File: config.mk
export PLATFORM = sky130hd
export DESIGN_NAME = mask_bbox_tracker
export DESIGN_NICKNAME = d
export VERILOG_FILES = /design/src/rtl/bbox_pkg.sv /design/src/rtl/axis_extent.sv /design/src/rtl/mask_bbox_tracker.sv
export SDC_FILE = /design/constraint.sdc
export NUM_CORES = 1
export LEC_CHECK = 0
export BUFFER_PORTS_ARGS = -buffer_cell sky130_fd_sc_hd__buf_2
export CORE_AREA = 2 2 155 157
export CTS_BUF_LIST = sky130_fd_sc_hd__clkbuf_4 sky130_fd_sc_hd__clkbuf_8
export CTS_CLUSTER_DIAMETER = 200
export DETAILED_ROUTE_END_ITERATION = 12
export DIE_AREA = 0 0 157 159
export PLACE_DENSITY = 0.65
export SLEW_MARGIN = 20
export SYNTH_ARGS = -nofsm -noshare
export SYNTH_HDL_FRONTEND = slang
export SYNTH_SLANG_ARGS = --single-unit
File: constraint.sdc
create_clock -name clk_in -period 3.1 [get_ports clk_in]
set_input_delay 0.465 -clock clk_in [delete_from_list [all_inputs] [get_ports clk_in]]
set_output_delay 0.465 -clock clk_in [all_outputs]
set_load 0.01 [all_outputs]
File: src/rtl/bbox_pkg.sv
// Shared widths and FSM state type for the mask bounding-box tracker.
// Imported by axis_extent and mask_bbox_tracker.
package bbox_pkg;

  localparam int HC_W  = 11;
  localparam int VC_W  = 10;
  localparam int XO_W  = 12;
  localparam int YO_W  = 11;
  localparam int CNT_W = 20;

  typedef enum logic {
    ACCUM    = 1'b0,
    FINALIZE = 1'b1
  } bbox_state_t;

endpackage

File: src/rtl/axis_extent.sv
// Per-axis min / exclusive-max tracker with clear and update inputs.
// Ports: clk, rst_n, clear, update, pos in; lo/hi out (current hit merged in).
module axis_extent
  import bbox_pkg::*;
#(
  parameter int W     = 11,
  parameter int LIMIT = 1280
) (
  input  logic         clk,
  input  logic         rst_n,
  input  logic         clear,
  input  logic         update,
  input  logic [W-1:0] pos,
  output logic [W:0]   lo,
  output logic [W:0]   hi
);

  localparam logic [W:0] LO_INIT = (W+1)'(LIMIT);

  logic [W:0] lo_q;
  logic [W:0] hi_q;
  logic [W:0] p;
  logic [W:0] p1;

  assign p  = {1'b0, pos};
  assign p1 = p + {{W{1'b0}}, 1'b1};

  // lo/hi include this cycle's hit so a snapshot taken
  // on the same edge as a clear still sees it.
  always_comb begin
    lo = lo_q;
    hi = hi_q;
    if (update) begin
      if (p < lo_q)  lo = p;
      if (p1 > hi_q) hi = p1;
    end
  end

  always_ff @(posedge clk or negedge rst_n) begin
    if (!rst_n) begin
      lo_q <= LO_INIT;
      hi_q <= '0;
    end else if (clear) begin
      lo_q <= LO_INIT;
      hi_q <= '0;
    end else begin
      lo_q <= lo;
      hi_q <= hi;
    end
  end

endmodule

File: src/rtl/mask_bbox_tracker.sv
// Per-frame bounding box, hit count and centre of masked pixels.
// Ports: pixel stream + mask + frame_done in; box/count/found/valid out.
module mask_bbox_tracker
  import bbox_pkg::*;
#(
  parameter int H_ACTIVE   = 1280,
  parameter int V_ACTIVE   = 720,
  parameter int MIN_PIXELS = 16
) (
  input  logic             clk_in,
  input  logic             rst_n_in,
  input  logic [HC_W-1:0]  hcount_in,
  input  logic [VC_W-1:0]  vcount_in,
  input  logic             data_valid_in,
  input  logic             mask_in,
  input  logic             frame_done_in,
  output logic [XO_W-1:0]  x_out,
  output logic [YO_W-1:0]  y_out,
  output logic [XO_W-1:0]  xmax_out,
  output logic [YO_W-1:0]  ymax_out,
  output logic [CNT_W-1:0] pixel_count_out,
  output logic             found_out,
  output logic             valid_out
);

  localparam logic [HC_W-1:0]  H_LIM = HC_W'(H_ACTIVE);
  localparam logic [VC_W-1:0]  V_LIM = VC_W'(V_ACTIVE);
  localparam logic [CNT_W-1:0] MIN_C = CNT_W'(MIN_PIXELS);

  bbox_state_t state;

  logic             hit;
  logic             snap;
  logic [XO_W-1:0]  xlo, xhi;
  logic [YO_W-1:0]  ylo, yhi;
  logic [CNT_W-1:0] cnt, cnt_nxt;
  logic             any;

  logic [XO_W-1:0]  s_xlo, s_xhi;
  logic [YO_W-1:0]  s_ylo, s_yhi;
  logic [CNT_W-1:0] s_cnt;
  logic             s_any;

  logic [XO_W:0]    xsum;
  logic [YO_W:0]    ysum;

  assign hit = data_valid_in & mask_in
             & (hcount_in < H_LIM)
             & (vcount_in < V_LIM);

  assign snap = (state == ACCUM) & frame_done_in;

  // Saturating hit counter.
  assign cnt_nxt = (hit && cnt != '1)
                 ? cnt + CNT_W'(1) : cnt;

  axis_extent #(.W(HC_W), .LIMIT(H_ACTIVE)) u_x (
    .clk    (clk_in),
    .rst_n  (rst_n_in),
    .clear  (snap),
    .update (hit),
    .pos    (hcount_in),
    .lo     (xlo),
    .hi     (xhi)
  );

  axis_extent #(.W(VC_W), .LIMIT(V_ACTIVE)) u_y (
    .clk    (clk_in),
    .rst_n  (rst_n_in),
    .clear  (snap),
    .update (hit),
    .pos    (vcount_in),
    .lo     (ylo),
    .hi     (yhi)
  );

  assign xsum = {1'b0, s_xlo} + {1'b0, s_xhi};
  assign ysum = {1'b0, s_ylo} + {1'b0, s_yhi};

  always_ff @(posedge clk_in or negedge rst_n_in) begin
    if (!rst_n_in) begin
      state           <= ACCUM;
      cnt             <= '0;
      any             <= 1'b0;
      s_xlo           <= '0;
      s_xhi           <= '0;
      s_ylo           <= '0;
      s_yhi           <= '0;
      s_cnt           <= '0;
      s_any           <= 1'b0;
      x_out           <= '0;
      y_out           <= '0;
      xmax_out        <= '0;
      ymax_out        <= '0;
      pixel_count_out <= '0;
      found_out       <= 1'b0;
      valid_out       <= 1'b0;
    end else begin
      valid_out <= 1'b0;
      unique case (state)
        ACCUM: begin
          if (frame_done_in) begin
            s_xlo <= xlo;
            s_xhi <= xhi;
            s_ylo <= ylo;
            s_yhi <= yhi;
            s_cnt <= cnt_nxt;
            s_any <= any | hit;
            cnt   <= '0;
            any   <= 1'b0;
            state <= FINALIZE;
          end else begin
            cnt <= cnt_nxt;
            any <= any | hit;
          end
        end
        FINALIZE: begin
          cnt       <= cnt_nxt;
          any       <= any | hit;
          valid_out <= 1'b1;
          state     <= ACCUM;
          if (s_any) begin
            x_out           <= xsum[XO_W:1];
            y_out           <= ysum[YO_W:1];
            xmax_out        <= s_xhi;
            ymax_out        <= s_yhi;
            pixel_count_out <= s_cnt;
            found_out       <= (s_cnt >= MIN_C);
          end else begin
            x_out           <= '0;
            y_out           <= '0;
            xmax_out        <= '0;
            ymax_out        <= '0;
            pixel_count_out <= '0;
            found_out       <= 1'b0;
          end
        end
        default: state <= ACCUM;
      endcase
    end
  end

endmodule
# Yosys cells after proc, flatten, opt, wreduce, memory -nomap -nowiden
# Cells that the tools add are included.
# totals
inputBits	26
reg_bits	203
out_inout_bits	68
word_cells	67
# classes
magnitude_cmp	7
n_reduce_logical	2
add_sub_neg	5
bitwise	6
muxes	26
n_eq_ne	1
# ops
cell	count
$mux W12	8
$mux W11	8
$mux W20	3
$pmux W20 S2	1
$add A20 B1 Y20 const B	1
$ge A20 B5 Y1 const B	1
$ne A20 B20 Y1 const B	1
$add A12 B12 Y13	1
$add A11 B1 Y12 const B	1
$add A11 B11 Y12	1
$gt A12 B12 Y1	1
$lt A11 B12 Y1	1
$add A10 B1 Y11 const B	1
$gt A11 B11 Y1	1
$lt A10 B11 Y1	1
$lt A11 B11 Y1 const B	1
$lt A10 B10 Y1 const B	1
$and A1 B1 Y1	4
$mux W1	4
$pmux W1 S2	2
$reduce_and A2 Y1	1
$logic_and A1 B1 Y1	1
$not A1 Y1	1
$or A1 B1 Y1	1

# Depth between registers and ports, before layout
# Gate-level depths: netlist of run 1.
# logic_depth
depth_word	7
ltp_mapped	13
depth_no_buf	12

# Hierarchy
# A second synthesis of run 1 with hierarchy kept.
# hier_totals
hier_cells	1136
hier_area_um2	11146.9
# modules_own_cells
mod	seq_area_each_um2	instances	area_per_inst_um2	cells_each
mask_bbox_tracker	3928.8	1	7028.0	689
axis_extent (u_x)	603.1	1	2122.0	228
axis_extent (u_y)	555.5	1	1996.9	219

# Least setup slack after synthesis of run 1
# No wires, ideal clock.
# synth_timing
kind	input to register
from	input vcount_in[0]
to	register s_yhi[9]
cell_stages	13
setup_time_ns	0.132
required_time_ns	2.968
setup_slack_ns	0.355
n_path_buf	1
arrival_time_ns	2.613
path_cell_list	ha_1 nand2_1 nor2_1 nand3_1 xnor2_1 ha_1 a211oi_1 nor2_1 a2111oi_0 nor3_1 buf_2 mux2i_1 o21ai_1
# synth_via
elab_chain_cells	4
word_cells_on_any_way	6
cone_classes	1 x add/sub; 2 x order compare; 2 x mux; 1 x bitwise
# synth_lines
item	line_no	source
start, declared	mask_bbox_tracker.sv:13	input logic [VC_W-1:0] vcount_in,
$add A10 B1 Y11	axis_extent.sv:26	assign p1 = p + {{W{1'b0}}, 1'b1};
$gt A11 B11 Y1	axis_extent.sv:35	if (p1 > hi_q) hi = p1;
$mux W11	axis_extent.sv:35	
$mux W11 *	axis_extent.sv:33	if (update) begin
end signal, assigned	mask_bbox_tracker.sv:106	s_yhi <= yhi;
end, declared	mask_bbox_tracker.sv:40	logic [YO_W-1:0] s_ylo, s_yhi;
# Every way passes the cells marked *; elsewhere a longest branch is shown, timed or not.
# A chain may end at the register's enable or synchronous reset.

# Worst setup path after layout of run 1
# layout_timing
from	input vcount_in[1]
to	register s_yhi[2]
# The elaborated chain is that of the path after synthesis.

==> summary.md, run 1 <==
| Metric | Value |
|---|---|
| Hold Crit Depth | 3 |
| Critical path class | in2reg |
| Share of layout cells above drive strength 1 | 17.9% |
| Worst skew pair latency | 520 ps |
| TritonCTS buffer count | 36 |
| Max_cap viols | 0 |
| R2r worst-path depth | 8 |
| Synth top cells by count | 197 x dfrtp_1, 110 x nand2_1, 79 x nor2_1 |
| Clk sinks | 203 |
| CTS tree | built |
| Req. time, crit path | 3480 ps |
| EDFF count, synth | 0 |
| Die height | 159 um |
| CTS root buf | clkbuf_8 |
| H-tree depth | 2 |
| DRT antenna net count | 0 |
| Pre-CTS setup slack | -119 ps |
| Top FF cell, synth | dfrtp_1 |
| Largest net degree at the start of global routing | 88 |
| Min-delay worst type | in2reg |
| Ys async rst share | 100% |
| Critical Path AT | between 3000 and 4000 ps |
| Vias | 7,493 |
| Via/cell ratio | 5.19 |
| Power density of the placed cells | around 570 nW/um^2 |
| Hold_buf cts | 1 |
| Mapped Cells | 984 |
| Net Count, Synth | approximately 1,100 |
| Register area | 5090 um^2 |
| HPWL after DPL | 16.8 mm |
| Fillers | between 2,000 and 2,500 |
| Synthesis-stage register bit count | just over 200 |
| Synthesized cell area | between 10,000 and 15,000 um^2 |
| Fmax achieved | 370 MHz |
| RSZ-0062 raised after global routing | no |
| Synth warn | 0 |
| Total global-route track usage | between 10% and 20% |
| CP startpoint kind | input pin |
| Area Overhead vs Synth | 17.5% |
| Core area | 23,200 um^2 |
| Hold Vio Cnt, Final | 0 |
| 1st-iter DRT viols | between 300 and 400 |
| Post-DR wirelength/cell | 16.1 um |
| CTS Buffer Depth | 3 |
| Top Ports | 94 |
| Leakage | 5.77 nW |
| Dominant cell type by area after synthesis | dfrtp_1 |
| Layout Nets | 1,196 |
| Initial antenna violation count | 0 |
| PortBufs | 93 |
| Status | completed |
| Initial Utilization | 43.4% |
| Crit path capture type | register |
| Clock-pin slew on the worst setup and hold paths | 60 ps |
| Vias in the first global route | 7,366 |
| Footprint of the multi-input gates | 4600 um^2 |
| Worst Max-Slew Pin Slew | 860 ps |
| R2r startpoint | s_xhi[0] |
| Routed wire length | ~23 mm |
| VDD IR max | 0.250 mV |
| Syn avg cell area | 10.2 um^2 |
| Post_cts resized | 0 |
| First drt pass iteration count | 6 |
| Hold_sp | hcount_in[5] |
| Area contributors post-synth | dfrtp_1 49%, ha_1 8.2%, a22o_1 4.4% |
| Die area | 25,000 um^2 |
| Tcrit/Tclk final | 87.1% |
| Post-CTS setup buffer count | 0 |
| Routability cong. | 0.810 |
| Final setup viols | 0 |
| Slew Limit Fails | 0 |
| Post-layout power | 6.70 mW |
| Total grt overflow | 0 |
| Synth top area share | 49.0% |
| DRC Markers | 0 |
| Cell Rows | 56 |
| Setup WS post-layout | 400 ps |
| Slew HR | 42.6% |
| CP Launch Point | vcount_in[1] |
| Global-route wire length before repair | 38.6 mm |
| Seq/Total Area, Yosys | 50.6% |
| Fin crit period | 2700 ps |
| CP max FO | 10 |
| Skew final | 18.9 ps |
| Die width | between 150 and 200 um |
| Count leader, synth | dfrtp_1 |
| Post-synth cell types | 56 |
| Antenna diodes | 0 |
==> cell type report <==
| class | instances | share of cell area (%) |
|---|---|---|
| sequential | 203 | 43.0 |
| multi-input combinational | 681 | 38.9 |
| timing repair buffer | 123 | 6.15 |
| clock buffer | 52 | 5.68 |
| tap | 319 | 3.38 |
| inverter | 57 | 1.81 |
| clock inverter | 10 | 1.09 |
==> logic make-up after synthesis <==
kind of cell	count (synthesis)	synth area share (%)
multiplexers	41	4.08
XOR/XNOR	48	4.18
AND/OR/NAND/NOR	290	13.1
buffers and inverters	100	3.93
flip-flops	203	50.6
AO/OA/AOI/OAI	234	15.5
adder cells (fa/ha/maj)	68	8.61
==> placed cells by master (no fill, tap or decap), types with 4 or more instances in the layout <==
| cell | netlist | layout |
|---|---|---|
| a21o_1 | 12 | 12 |
| nor2_1 | 79 | 79 |
| nor4_1 | 6 | 6 |
| nand4_1 | 18 | 18 |
| a211o_1 | 7 | 7 |
| nand2_1 | 110 | 109 |
| and3_1 | 7 | 7 |
| and2_1 | 6 | 5 |
| clkbuf_4 | 0 | 7 |
| clkinv_2 | 0 | 6 |
| and4_1 | 5 | 5 |
| inv_1 | 56 | 55 |
| a21oi_1 | 32 | 32 |
| xnor2_1 | 27 | 27 |
| nor3_1 | 7 | 7 |
| a22o_1 | 50 | 50 |
| xor2_1 | 21 | 21 |
| ha_1 | 66 | 66 |
| o21ai_0 | 40 | 40 |
| o21ai_1 | 51 | 51 |
| o21a_1 | 5 | 5 |
| nand3_1 | 31 | 31 |
| dfrtp_1 | 197 | 197 |
| dfstp_2 | 6 | 6 |
| clkbuf_8 | 0 | 46 |
| buf_4 | 4 | 27 |
| o31ai_1 | 6 | 5 |
| buf_2 | 4 | 92 |
| nor2b_1 | 4 | 4 |
| a211oi_1 | 4 | 4 |
| nand2b_1 | 9 | 9 |
| mux2i_1 | 41 | 41 |
==> flip-flops by register name (all words and copies together), names as in the netlist, 12 cells and up <==
name / flops
cnt: 20
s_cnt: 20
u_x.lo_q: 12
pixel_count_out: 20
u_x.hi_q: 12
x_out: 12
xmax_out: 12
s_xhi: 12
s_xlo: 12
==> where the power goes <==
| group | switching (mW) | total [mW] | internal [mW] |
|---|---|---|---|
| combinational | 0.589 | 0.980 | 0.390 |
| sequential | 0.136 | 2.96 | 2.83 |
| clock | 1.11 | 2.76 | 1.65 |
| total | 1.84 | 6.70 | 4.86 |
==> worst max-delay path: stages <==
cell	delay, ps
buf_2	120
ha_1	180
nand2_1	50
nor2_1	140
nand3_1	130
xnor2_1	240
ha_1	290
a211oi_1	230
nor2_1	80
a2111oi_0	500
nor3_1	170
buf_12	190
mux2i_1	200
o21ai_1	90
==> metal layers <==
layer	part of all wire, %	vias up	GRT usage [%]
met4	2.4	0	5.75
met1	48	3585	27.7
met2	45	155	29.3
li1	-	3714	-
met3	4.8	39	3.81
met5	0	-	0
==> path summary, 6_finish.rpt <==
kind	slack, ps	to
max	400	s_yhi[2]
min	300	u_x.lo_q[5]
max reg2reg	520	x_out[9]
min reg2reg	480	any
max in group asynchronous	1710	s_cnt[8]
min in group asynchronous	520	s_cnt[1]
==> stage by stage <==
step	utilization, %	setup TNS (ps)	cells	hold slack, ps	instance area (um^2)
floorplan	-	0	984	169	10100
finish	51.0	0	1445	300	11800
CTS	51.0	0	1445	281	11800
global placement	47.5	0	1382	466	11000
detailed placement	47.5	-1660	1382	474	11000
global route	51.0	0	1445	321	11800
Note: power is estimated with default switching activity, not from simulation.
==> run 2, diff against run 1 <==
BUFFER_PORTS_ARGS = -buffer_cell sky130_fd_sc_hd__buf_4   (was -buffer_cell sky130_fd_sc_hd__buf_2)
clock period = 3.3 ns   (was 3.1 ns; I/O delays follow)
==> run 2 against run 1 <==
  * Critical path depth did not move
  * Power down 7.6%
  * Flip-flop and latch count unchanged
  * Core utilization up 0.38 points
  * Sequential power shrank 6%
  * Clock-buffer cell count down 1
  * Cell count decreased by 1.0%
  * Clock power fell by 11%
  * Via count decreased by 1.7%
  * Largest power group unchanged
==> summary.md, run 2 (synthesis results as in run 1) <==
| Metric | Value |
|---|---|
| CTS Buffer Depth | 3 |
| R2r startpoint | s_xhi[0] |
| Post_cts resized | 0 |
| Total internal power | 4.51 mW |
| R2r worst-path depth | 8 |
| Largest registers | cnt x20, pixel_count_out x20, s_cnt x20 |
| Antenna diodes | 0 |
| Commonest cells after routing, fill and taps aside | 197 x dfrtp_1, 109 x nand2_1, 107 x buf_4 |
| CP startpoint kind | input pin |
| 1st-iter DRT viols | 397 |
| Worst skew pair latency | 520 ps |
| Final non-filler cell total | approximately 1,400 |
| Slew HR | a little under two fifths |
| First drt pass iteration count | 4 |
| TritonCTS buffer count | 35 |
| Top Ports | 94 |
| Post-CTS setup buffer count | 0 |
| Total grt overflow | 0 |
| Die height | 159 um |
| Via/cell ratio | 5.15 |
| Clk pwr share | 39.8% |
| CP max FO | 10 |
| Largest net degree at the start of global routing | 142 |
| Fin crit period | 2700 ps |
| Initial antenna violation count | 0 |
| Hold Vio Cnt, Final | 0 |
| Setup WS post-layout | ~600 ps |
| Hold Crit Depth | 3 |
| Worst Max-Slew Pin Slew | 947 ps |
| Initial Utilization | 43.4% |
| HPWL after DPL | 16.3 mm |
| Power density of the placed cells | about 520 nW/um^2 |
| Sequential Power Share | 45.0% |
| Psw | ~1.7 mW |
| Fmax achieved | about 370 MHz |
| Share of layout cells above drive strength 1 | 16.8% |
| Die width | 157 um |
| Routed wire length | roughly 23 mm |
| Max_cap viols | 0 |
| Comb pwr share | 15.2% |
| Switching share of power | 27.1% |
| PortBufs | between 90 and 100 |
| Pre-CTS setup slack | 91.5 ps |
| Critical Path AT | ~3100 ps |
| Placed cells | around 1,400 |
| Hold path endpoint | u_x.lo_q[10] |
| CTS tree | built |
| VDD IR max | 0.210 mV |
| H-tree depth | 2 |
| Global-route wire length before repair | 37.9 mm |
| Status | completed |
| Layout Nets | 1,183 |
| Vias | about 7,400 |
| Leakage | roughly 5.7 nW |
| Hold_sp | hcount_in[10] |
| DRT antenna net count | 0 |
| Crit path capture type | register |
| Cell Rows | 56 |
| Clk sinks | 203 |
| Final setup viols | 0 |
| DRC Markers | 0 |
| Most common cell after layout, fill and taps aside | dfrtp_1 |
| Slew Limit Fails | 0 |
| Tcrit/Tclk final | about four fifths |
| Die area | 25,000 um^2 |
| Req. time, crit path | 3660 ps |
| Worst r2r dst | x_out[9] |
| CTS root buf | clkbuf_8 |
| Clock-pin slew on the worst setup and hold paths | 60 ps |
| Skew final | 23.6 ps |
| RSZ-0062 raised after global routing | no |
| Core area | 23,200 um^2 |
| Min-delay worst type | in2reg |
| Routability cong. | 0.812 |
| Area Overhead vs Synth | 18.4% |
| Internal reg-to-reg setup slack | 790 ps |
| Critical path class | in2reg |
| Total global-route track usage | 18.8% |
| Setup Total Neg Slack | 0 ps |
| Post-DR wirelength/cell | 16.0 um |
| Vias in the first global route | 7,277 |
| Hold_buf cts | 1 |
-- run 2: cell types whose count changed in the layout (fill, tap and decap cells not counted), sizes merged --
cell,previous run,this run
buf,121,109
clkbuf,53,52
clkinv,6,5
inv,58,57
-- run 2: per-stage QoR --
| stage | hold WS (ps) | power, mW | util (%) | cell area, um^2 |
|---|---|---|---|---|
| after floorplan | 199 | 3.39 | - | 10100 |
| after global routing | 289 | 6.52 | 51.4 | 11900 |
| after detailed placement | 473 | 3.77 | 48.1 | 11200 |
| after global placement | 461 | 3.75 | 48.1 | 11200 |
| final | 284 | 6.19 | 51.4 | 11900 |
| after CTS | 258 | 6.28 | 51.4 | 11900 |
-- run 2: layout make-up --
type                            count  area, um^2
Clock buffer                       51         633
Clock inverter                      8         115
Fill cell                        2136       11300
Inverter                           57         214
Multi-Input combinational cell    681        4600
Sequential cell                   203        5090
Tap cell                          319         399
Timing Repair Buffer              111         867
-- run 2: metal layers --
| layer | global-route usage [%] | wire (um) |
|---|---|---|
| met1 | 27.1 | 11100 |
| met2 | 29.3 | 10400 |
| met3 | 3.86 | 1050 |
| met4 | 4.25 | 333 |
| met5 | 0 | 0 |
-- run 2: worst max-delay path by stage --
stage,from,endpoint,slack (ps),cells past startpoint
final,vcount_in[0],s_yhi[7],600,14
after global placement,vcount_in[0],s_yhi[9],190,14
after floorplan,vcount_in[0],s_yhi[9],520,13
after global routing,vcount_in[0],s_yhi[3],210,14
after detailed placement,vcount_in[0],s_yhi[7],90,14
after CTS,vcount_in[0],s_yhi[7],640,14
-- run 2: power by group through the flow --
stage	sequential [mW]	clock, mW	combinational [mW]
after floorplan	2.80	0	0.594
after global placement	2.82	0	0.931
after detailed placement	2.83	0	0.945
after CTS	2.78	2.54	0.953
after global routing	2.80	2.65	1.07
final	2.78	2.46	0.940
-- run 2: critical path, cell delays in order --
cell       delay, ps
buf_4            120
ha_1             200
nand2_1           60
nor2_1           170
nand3_1          140
xnor2_1          200
ha_1             280
a211oi_1         210
nor2_1            70
a2111oi_0        490
nor3_1           100
buf_4            220
mux2i_1          210
o21ai_1           90
==> run 3, diff against run 2 <==
clock period = 2.69 ns   (was 3.3 ns; I/O delays follow)
==> run 3 against run 2 <==
  * Combinational power grew 32%
  * Hold slack lost 78 ps
  * Cell count grew 3.3%
  * First-iteration DRC count shrank 30%
  * Largest cell class unchanged
==> summary.md, run 3 (synthesis results as in run 1) <==
| Metric | Value |
|---|---|
| Via/cell ratio | a little over 5 |
| H-tree depth | 2 |
| HPWL after DPL | 16.9 mm |
| 1st-iter DRT viols | approximately 280 |
| RSZ-0062 raised after global routing | no |
| Critical Path AT | 2870 ps |
| Total global-route track usage | between 10% and 20% |
| Tcrit/Tclk final | 92.7% |
| Post-CTS setup buffer count | 0 |
| CTS Buffer Depth | 3 |
| CTS tree | built |
| Antenna diodes | 0 |
| Slew HR | between 40% and 50% |
| Post-layout power | 7.80 mW |
| PortBufs | 93 |
| Layout Nets | 1,228 |
| Die width | 157 um |
| Fmax achieved | 401 MHz |
| Initial antenna violation count | 0 |
| Hold Vio Cnt, Final | 0 |
| Status | completed |
| First drt pass iteration count | 5 |
| Placed cells | between 1,000 and 1,500 |
| CP max FO | 9 |
| CP Cell Sequence | buf_4, and4_1, and4_1, nand3_1, xnor2_1, ha_1, nand4_1, nor2_1, a41o_1, a31oi_2, buf_4, mux2i_1, o21ai_1 |
| Post-DR wirelength/cell | around 16 um |
| Die height | between 150 and 200 um |
| Initial Utilization | between 40% and 50% |
| Final non-filler cell total | around 1,500 |
| Min-delay worst type | in2reg |
| Fillers | 2,071 |
| Skew final | approximately 38 ps |
| Core area | between 20,000 and 25,000 um^2 |
| Clock-pin slew on the worst setup and hold paths | 50 ps |
| CTS root buf | clkbuf_8 |
| Final setup viols | 0 |
| Crit path capture type | register |
| Share of layout cells above drive strength 1 | between 20 and 25% |
| VDD IR max | 0.225 mV |
| Routed wire length | 23.4 mm |
| Cell Rows | 56 |
| Pre-CTS setup slack | -425 ps |
| Clk sinks | 203 |
| Req. time, crit path | 3070 ps |
| Max_cap viols | 0 |
| Fin crit period | 2490 ps |
| Most common cell after layout, fill and taps aside | dfrtp_1 |
| CP startpoint kind | input pin |
| Critical path class | in2reg |
| Largest registers | cnt x20, pixel_count_out x20, s_cnt x20 |
| DRC Markers | 0 |
| Vias | 7,663 |
| Setup WS post-layout | 196 ps |
| Critical Path Slowest Stage Cell | ha_1 |
| Power density of the placed cells | about 630 nW/um^2 |
| Worst skew pair latency | 520 ps |
| Slew Limit Fails | 0 |
| TritonCTS buffer count | 35 |
| Commonest cells after routing, fill and taps aside | 197 x dfrtp_1, 150 x buf_4, 109 x nand2_1 |
| Vias in the first global route | 7,576 |
| Total grt overflow | 0 |
| Top Ports | 94 |
| Global-route wire length before repair | 38.4 mm |
| Routability cong. | a little over 0.8 |
| DRT antenna net count | 0 |
| Worst Max-Slew Pin Slew | 801 ps |
| Die area | 25,000 um^2 |
| Slowest stage delay, CP | 300 ps |
| Area Overhead vs Synth | 22.9% |
| Leakage | 5.96 nW |
| Largest net degree at the start of global routing | 142 |
| Final core utilization | 53.3% |
## run 3: changes by cell type in the layout (fill, tap and decap cells not counted), sizes merged
cell and change:
buf +45, clkinv -2, clkbuf +4
## run 3: cell type report
cell class	instances	area (um^2)	area share, %
clock inverters	6	105	0.850
inverters	57	214	1.73
flip-flops and latches	203	5090	41.2
multi-input cells	681	4640	37.5
well taps	319	399	3.23
clock buffers	55	688	5.57
repair buffers	156	1230	9.95
## run 3: final timing paths
path / start / end / slack (ps) / depth (start not counted)
setup / recovery: hcount_in[3] / s_xhi[10] / 200 / 13
hold / removal: hcount_in[10] / u_x.lo_q[10] / 210 / 3
setup reg to reg: s_yhi[0] / y_out[9] / 240 / 8
hold reg to reg: s_cnt[0] / s_cnt[0] / 480 / 2
max in group asynchronous: rst_n_in / u_y.lo_q[4] / 1440 / 3
min in group asynchronous: rst_n_in / x_out[2] / 450 / 2
## run 3: per-stage QoR
stage	instance area [um^2]	setup TNS, ps	hold WS, ps
final	12400	0	206
after global routing	12400	0	210
after CTS	12300	0	183
after detailed placement	11500	-13880	444
after global placement	11500	-8170	440
after floorplan	10100	0	108
## run 3: routing by layer
layer / GRT usage [%] / vias to the layer above / part of all wire [%]
met5: 0 / - / 0
li1: - / 3793 / -
met4: 4.80 / 0 / 1.8
met2: 30.4 / 150 / 46
met1: 26.8 / 3688 / 48
met3: 3.62 / 32 / 4.3
## run 3: what timing repair did
action | CTS | global route
hold buffers | 1 | 0
hold endpoints to repair | 60 | 0
resized for setup | 0 | 7
endpoints found under the setup margin | 0 | 22
## run 3: worst max-delay path, delay by kind of cell
kind                     cells  cell delay (ps)
buffers and inverters        2              300
AND/OR/NAND/NOR              5              860
XOR/XNOR                     1              230
multiplexers                 1              270
AO/OA/AOI/OAI                3              500
adder cells (fa/ha/maj)      1              300
## run 3: report_power, final
part | leakage (nW) | total [mW] | internal [mW] | switching, mW
clock | 0.421 | 3.14 | 1.91 | 1.23
combinational | 2.78 | 1.24 | 0.542 | 0.700
sequential | 2.76 | 3.41 | 3.26 | 0.157
